**src/rtl/hist_lut_ctrl.sv**
```systemverilog
// hist_lut_ctrl: walks the CDF memory, feeds each entry to the divider
// and writes the divider result into the equalisation LUT.
// Optional feature macro: DIV_TIMEOUT_EN (abort a build when the divider stalls).
module hist_lut_ctrl #(
  parameter int ADDR_W  = 8,
  parameter int DATA_W  = 8,
  parameter int TIMEOUT = 64
) (
  input  logic              clk,
  input  logic              reset,
  input  logic              start,
  output logic              busy,
  output logic              done,
  output logic              error,
  output logic [ADDR_W-1:0] cdf_addr,
  output logic              cdf_rd_en,
  input  logic [DATA_W-1:0] cdf_rdata,
  output logic              div_enable,
  output logic [DATA_W-1:0] div_cdf_in,
  input  logic [DATA_W-1:0] div_g_out,
  input  logic              div_ready,
  output logic [ADDR_W-1:0] lut_addr,
  output logic              lut_we,
  output logic [DATA_W-1:0] lut_wdata
);

  typedef enum logic [2:0] {
    S_IDLE, S_RD, S_LATCH, S_ISSUE, S_WAIT, S_WRITE, S_DONE
  } state_t;

  state_t            r_state;
  state_t            w_nxt;
  logic [ADDR_W-1:0] r_idx;
  logic [ADDR_W-1:0] w_idx_nxt;
  logic              w_last;
  logic              w_tmo;
  logic              w_go;

  logic              r_busy, r_done, r_rd_en, r_en, r_we;
  logic [ADDR_W-1:0] r_cdf_addr, r_lut_addr;
  logic [DATA_W-1:0] r_cdf_in, r_wdata;

  logic              w_busy_d, w_done_d, w_rd_d, w_en_d, w_we_d;
  logic [ADDR_W-1:0] w_addr_d;

  assign w_last = &r_idx;
  assign w_go   = (r_state == S_IDLE) && start;

`ifdef DIV_TIMEOUT_EN
  localparam int TW = $clog2(TIMEOUT + 1);
  logic [TW-1:0] r_tmo;
  logic          r_error;

  // Count cycles spent waiting on the divider
  always_ff @(posedge clk) begin
    if (reset || r_state != S_WAIT) r_tmo <= '0;
    else                            r_tmo <= r_tmo + 1'b1;
  end

  assign w_tmo = (r_state == S_WAIT) && !div_ready &&
                 (r_tmo == TW'(TIMEOUT - 1));

  // Sticky abort flag, cleared when a new build is accepted
  always_ff @(posedge clk) begin
    if (reset)      r_error <= 1'b0;
    else if (w_go)  r_error <= 1'b0;
    else if (w_tmo) r_error <= 1'b1;
  end

  assign error = r_error;
`else
  logic w_unused_tmo;
  assign w_unused_tmo = (TIMEOUT != 0);
  assign w_tmo = 1'b0;
  assign error = 1'b0;
`endif

  // State and entry index registers
  always_ff @(posedge clk) begin
    if (reset) begin
      r_state <= S_IDLE;
      r_idx   <= '0;
    end else begin
      r_state <= w_nxt;
      r_idx   <= w_idx_nxt;
    end
  end

  // Next-state decode; index wraps naturally after the last entry
  always_comb begin
    w_nxt     = r_state;
    w_idx_nxt = r_idx;
    unique case (r_state)
      S_IDLE: begin
        if (start) begin
          w_nxt     = S_RD;
          w_idx_nxt = '0;
        end
      end
      S_RD:    w_nxt = S_LATCH;
      S_LATCH: w_nxt = S_ISSUE;
      S_ISSUE: w_nxt = S_WAIT;
      S_WAIT: begin
        if (div_ready)  w_nxt = S_WRITE;
        else if (w_tmo) w_nxt = S_DONE;
      end
      S_WRITE: begin
        w_nxt     = w_last ? S_DONE : S_RD;
        w_idx_nxt = r_idx + 1'b1;
      end
      S_DONE:  w_nxt = S_IDLE;
      default: w_nxt = S_IDLE;
    endcase
  end

  // Output decode from the upcoming state so every output is a flop
  always_comb begin
    w_busy_d = (w_nxt != S_IDLE);
    w_done_d = (w_nxt == S_DONE);
    w_rd_d   = (w_nxt == S_RD);
    w_en_d   = (w_nxt == S_ISSUE);
    w_we_d   = (w_nxt == S_WRITE);
    w_addr_d = (w_nxt == S_IDLE) ? '0 : w_idx_nxt;
  end

  // Output registers; operand and result are zeroed whenever idle
  always_ff @(posedge clk) begin
    if (reset) begin
      r_busy     <= 1'b0;
      r_done     <= 1'b0;
      r_rd_en    <= 1'b0;
      r_en       <= 1'b0;
      r_we       <= 1'b0;
      r_cdf_addr <= '0;
      r_lut_addr <= '0;
      r_cdf_in   <= '0;
      r_wdata    <= '0;
    end else begin
      r_busy     <= w_busy_d;
      r_done     <= w_done_d;
      r_rd_en    <= w_rd_d;
      r_en       <= w_en_d;
      r_we       <= w_we_d;
      r_cdf_addr <= w_addr_d;
      r_lut_addr <= w_addr_d;
      if (w_nxt == S_IDLE)        r_cdf_in <= '0;
      else if (r_state == S_LATCH) r_cdf_in <= cdf_rdata;
      if (w_nxt == S_IDLE)        r_wdata <= '0;
      else if (r_state == S_WAIT && div_ready)
        r_wdata <= div_g_out;
    end
  end

  assign busy       = r_busy;
  assign done       = r_done;
  assign cdf_rd_en  = r_rd_en;
  assign cdf_addr   = r_cdf_addr;
  assign div_enable = r_en;
  assign div_cdf_in = r_cdf_in;
  assign lut_addr   = r_lut_addr;
  assign lut_we     = r_we;
  assign lut_wdata  = r_wdata;

endmodule

```
**config.mk**
```make
export PLATFORM = sky130hd
export DESIGN_NAME = hist_lut_ctrl
export DESIGN_NICKNAME = d
export VERILOG_FILES = /design/src/rtl/hist_lut_ctrl.sv
export SDC_FILE = /design/constraint.sdc
export NUM_CORES = 1
export LEC_CHECK = 0
export BUFFER_PORTS_ARGS = -buffer_cell sky130_fd_sc_hd__buf_2
export CAP_MARGIN = 20
export CORE_MARGIN = 10
export CORE_UTILIZATION = 44
export DETAILED_ROUTE_END_ITERATION = 6
export PLACE_DENSITY_LB_ADDON = 0.1
export SLEW_MARGIN = 20
export SYNTH_ARGS = -nofsm -noshare
export SYNTH_HDL_FRONTEND = slang
export SYNTH_SLANG_ARGS = --single-unit
```
**constraint.sdc**
```tcl
create_clock -name clk -period 1.41 [get_ports clk]
set_input_delay 0.282 -clock clk [delete_from_list [all_inputs] [get_ports clk]]
set_output_delay 0.282 -clock clk [all_outputs]
set_load 0.01 [all_outputs]
```
==> insert_results.sql <==
INSERT INTO impl_metrics (metric_group, metric, value, unit) VALUES
('status', 'outcome', 'finished clean', ''),
('die', 'core-area', '3716', 'sq um'),
('global_routing', 'antenna_found_initial', '0', ''),
('clocking', 'clk_path_buf_depth', '2', ''),
('drt', 'drt.antenna.violating_nets', '0', ''),
('yosys', 'average_footprint_of_a_synthesized_cell', '9.381', 'sq um'),
('yosys', 'post_synth_inst_count', '183', ''),
('drt', 'routed_wire_length_per_instance', '14.90', 'um'),
('job', 'cap_violations', '0', ''),
('drt', 'drt_iter0_markers', '98', ''),
('yosys', 'post-synth-top-count-cell', 'sky130_fd_sc_hd__dfxtp_1', ''),
('critical_path', 'critical-path-slowest-cell', 'sky130_fd_sc_hd__o31a_1', ''),
('clocking', 'cts.sinks', '40', ''),
('critical_path', 'reg2reg_from', 'r_idx[0]', ''),
('timing', 'time_the_worst_path_needs_with_i_o_delays_and_setup', '1399', 'ps'),
('yosys', 'total_nets_after_synthesis', '204', ''),
('critical_path', 'largest_fanout_on_the_critical_path', '6', ''),
('yosys', 'ys_dominant_reg_cell', 'sky130_fd_sc_hd__dfxtp_1', ''),
('yosys', 'synthTopCellsByCount', '40 x sky130_fd_sc_hd__dfxtp_1, 22 x sky130_fd_sc_hd__nand2_1, 18 x sky130_fd_sc_hd__a21oi_1, 13 x sky130_fd_sc_hd__nor2_1, 11 x sky130_fd_sc_hd__buf_4', ''),
('drt', 'drcViolationCount', '0', ''),
('timing', 'grt_setup_unrepaired', 'true', ''),
('critical_path', 'worst_path_dominant_cell_family', 'compound AO/OA/AOI/OAI gates', ''),
('global_routing', 'globalRouteOverflowTotal', '0', ''),
('critical_path', 'timing.critical_path.buf_inv', '1', ''),
('global_routing', 'grt_max_degree', '18', ''),
('critical_path', 'worst_setup_path_end_kind', 'register', ''),
('yosys', 'synth-edff-count', '0', ''),
('clocking', 'clock_transition_at_the_registers_of_the_reported_paths', '80', 'ps'),
('timing', 'final-max-slew-violation-count', '0', ''),
('yosys', 'synth-seq-area-share', '46.65', '%'),
('global_routing', 'globalRouteTotalUtil', '12.81', '%'),
('power_and_ir_drop', 'net-switching-power', '560.1', 'uW'),
('critical_path', 'r2r_cells', '4', ''),
('yosys', 'syn-cell-area', '1717', 'sq um'),
('worst_hold_path', 'endpoint_of_the_worst_hold_path', 'lut_wdata[0]', ''),
('power_and_ir_drop', 'irDropWorstVdd', '0.0005370', 'V'),
('power_and_ir_drop', 'power.share.sequential', '53.0', '%'),
('drt', 'total_via_count_after_detailed_routing', '1540', ''),
('clocking', 'worstSkewPairLatency', '290', 'ps'),
('critical_path', 'critPathArrivalTime', '1600', 'ps'),
('critical_path', 'criticalPathCategory', 'register to register', ''),
('placed_design', 'finalWeightedCongestion', '0.7777', ''),
('yosys', 'synthArstFlopShare', '0', '%'),
('die', 'floorplan.initialDensity', '46.20', '%'),
('die', 'top_level_ports', '58', ''),
('power_and_ir_drop', 'total_leakage_power', '1.058', 'nW'),
('drt', 'post_drt_via_cell_ratio', '5.168', ''),
('cells_and_area', 'diodes', '0', ''),
('drt', 'drt_pre_antenna_iters', '4', ''),
('timing', 'fin_crit_sh', '99.19', '%'),
('timing', 'max_freq', '715.0', 'MHz'),
('critical_path', 'cell_breakdown_of_the_critical_path', 'buf_4 > nand4_1 > o31a_1 > a311oi_2', ''),
('yosys', 'post-synth-top-area-cell', 'sky130_fd_sc_hd__dfxtp_1', ''),
('global_routing', 'grt_first_pass_wirelength', '6879', 'um'),
('die', 'std_cell_rows', '22', ''),
('power_and_ir_drop', 'p_int', '1.668', 'mW'),
('yosys', 'synth-seq-cells', '40', ''),
('placed_design', 'post-dp-hpwl', '3366', 'um'),
('clocking', 'cts_max_level', '2', ''),
('critical_path', 'cp_num_cells', '4', ''),
('critical_path', 'crit_path_start_kind', 'register', ''),
('clocking', 'tritoncts', 'yes', ''),
('timing', 'fin_skew', '10.17', 'ps'),
('cells_and_area', 'post_route_cells_drive_above_1_share', '46.40', '%'),
('global_routing', 'number_of_global_route_vias_before_repair', '1533', ''),
('yosys', 'post-synth-top-area-fraction', '46.65', '%'),
('die', 'die_area', '6800', 'sq um'),
('yosys', 'ys_warn_count', '0', ''),
('worst_hold_path', 'worstHoldStart', 'div_g_out[0]', ''),
('critical_path', 'ff2ff_setup_slack', '10', 'ps'),
('cells_and_area', 'layout.nets', '271', '');
## cells in the final DEF, fill, tap and decap left out, types with 2 or more instances in the layout
cell type and n:
sky130_fd_sc_hd__buf_2 56, sky130_fd_sc_hd__dfxtp_1 33, sky130_fd_sc_hd__nand2_1 22, sky130_fd_sc_hd__buf_4 22, sky130_fd_sc_hd__a21oi_1 15, sky130_fd_sc_hd__nor2_1 13
sky130_fd_sc_hd__mux2i_1 8, sky130_fd_sc_hd__nand3_1 6, sky130_fd_sc_hd__dfxtp_2 6, sky130_fd_sc_hd__inv_1 5, sky130_fd_sc_hd__clkbuf_8 5, sky130_fd_sc_hd__nand4_1 3
sky130_fd_sc_hd__nor3_1 3, sky130_fd_sc_hd__buf_6 3, sky130_fd_sc_hd__o21ai_0 2, sky130_fd_sc_hd__or4_4 2, sky130_fd_sc_hd__or3_1 2, sky130_fd_sc_hd__a31oi_1 2
sky130_fd_sc_hd__nor2b_1 2, sky130_fd_sc_hd__a22oi_1 2, sky130_fd_sc_hd__a21oi_2 2
## tightest hold or removal path: stages
cell	delay [ps]
sky130_fd_sc_hd__buf_2	90
sky130_fd_sc_hd__nand2_1	40
sky130_fd_sc_hd__a21oi_1	50
## power by group through the flow
stage / combinational (mW) / clock (mW) / sequential [mW]
2_1_floorplan: 0.181 / 0 / 1.21
3_3_place_gp: 0.301 / 0 / 1.20
3_5_place_dp: 0.310 / 0 / 1.20
4_1_cts: 0.326 / 0.723 / 1.18
5_1_grt: 0.371 / 0.779 / 1.18
6_report: 0.344 / 0.704 / 1.18
## routing by layer
| layer | part of all wire [%] | up-vias | routed length, um | GRT usage (%) |
|---|---|---|---|---|
| met5 | 0 | - | 0 | 0 |
| met4 | 2.0 | 0 | 91 | 5.612 |
| met3 | 8.2 | 11 | 366 | 4.104 |
| met1 | 40 | 716 | 1777 | 14.23 |
| met2 | 50 | 46 | 2205 | 21.93 |
| li1 | - | 767 | - | - |
## final cells by class
class / count / area, sq um
tap: 48 / 60.06
inverter: 5 / 18.77
clock buffer: 6 / 72.57
fill: 325 / 1410
multi-input combinational: 116 / 838.3
timing repair buffer: 82 / 499.2
sequential: 40 / 812.0
clock inverter: 1 / 5.005
## registers in the layout, summed over array words and instances, names as in the netlist
signal      flops
lut_addr        8
lut_wdata       8
cdf_rd_en       1
div_enable      1
done            1
r_idx           8
lut_we          1
r_state         3
div_cdf_in      8
busy            1
## cell families (layout without fill, tap and decap cells)
group | Yosys count | count (layout) | synth area share [%]
other | 1 | 1 | 0.2184
AO/OA/AOI/OAI | 39 | 39 | 16.33
flip-flops | 40 | 40 | 46.65
buffers and inverters | 27 | 94 | 9.548
AND/OR/NAND/NOR | 64 | 64 | 20.19
adder cells (fa/ha/maj) | 1 | 1 | 0.7287
XOR/XNOR | 2 | 2 | 1.021
multiplexers | 9 | 9 | 5.321
## metrics by stage
stage | hold WS, ps | worst slack, ps | setup TNS (ps) | std cells | utilization (%)
after detailed placement | 446.4 | -81.42 | -1637 | 288 | 56.90
after CTS | 225.1 | 1.594 | 0 | 297 | 59.80
after global placement | 439.1 | -35.07 | -644.5 | 288 | 56.90
final | 231.6 | 11.46 | 0 | 298 | 62.05
after floorplan | 418.0 | 17.53 | 0 | 183 | -
after global routing | 231.1 | -41.89 | -160.7 | 298 | 62.05
## worst max-delay path by stage
stage	from	slack (ps)	to
after floorplan	r_idx[1]	20	r_idx[6]
after global placement	r_state[2]	-40	div_cdf_in[5]
after detailed placement	r_state[0]	-80	div_cdf_in[6]
after CTS	r_state[1]	2	r_idx[7]
after global routing	r_idx[0]	-40	r_idx[5]
final	r_idx[0]	10	r_idx[5]
## timing repair
item / 4_1_cts / 5_1_grt
pin swaps: 2 / 4
gates cloned: 0 / 0
setup buffers: 2 / 1
gates resized for setup: 5 / 20
setup endpoints to repair: 30 / 16
endpoints found under the hold margin: 0 / 0
hold buffers: 0 / 0
No activity file was read; power rests on OpenSTA's default activity.
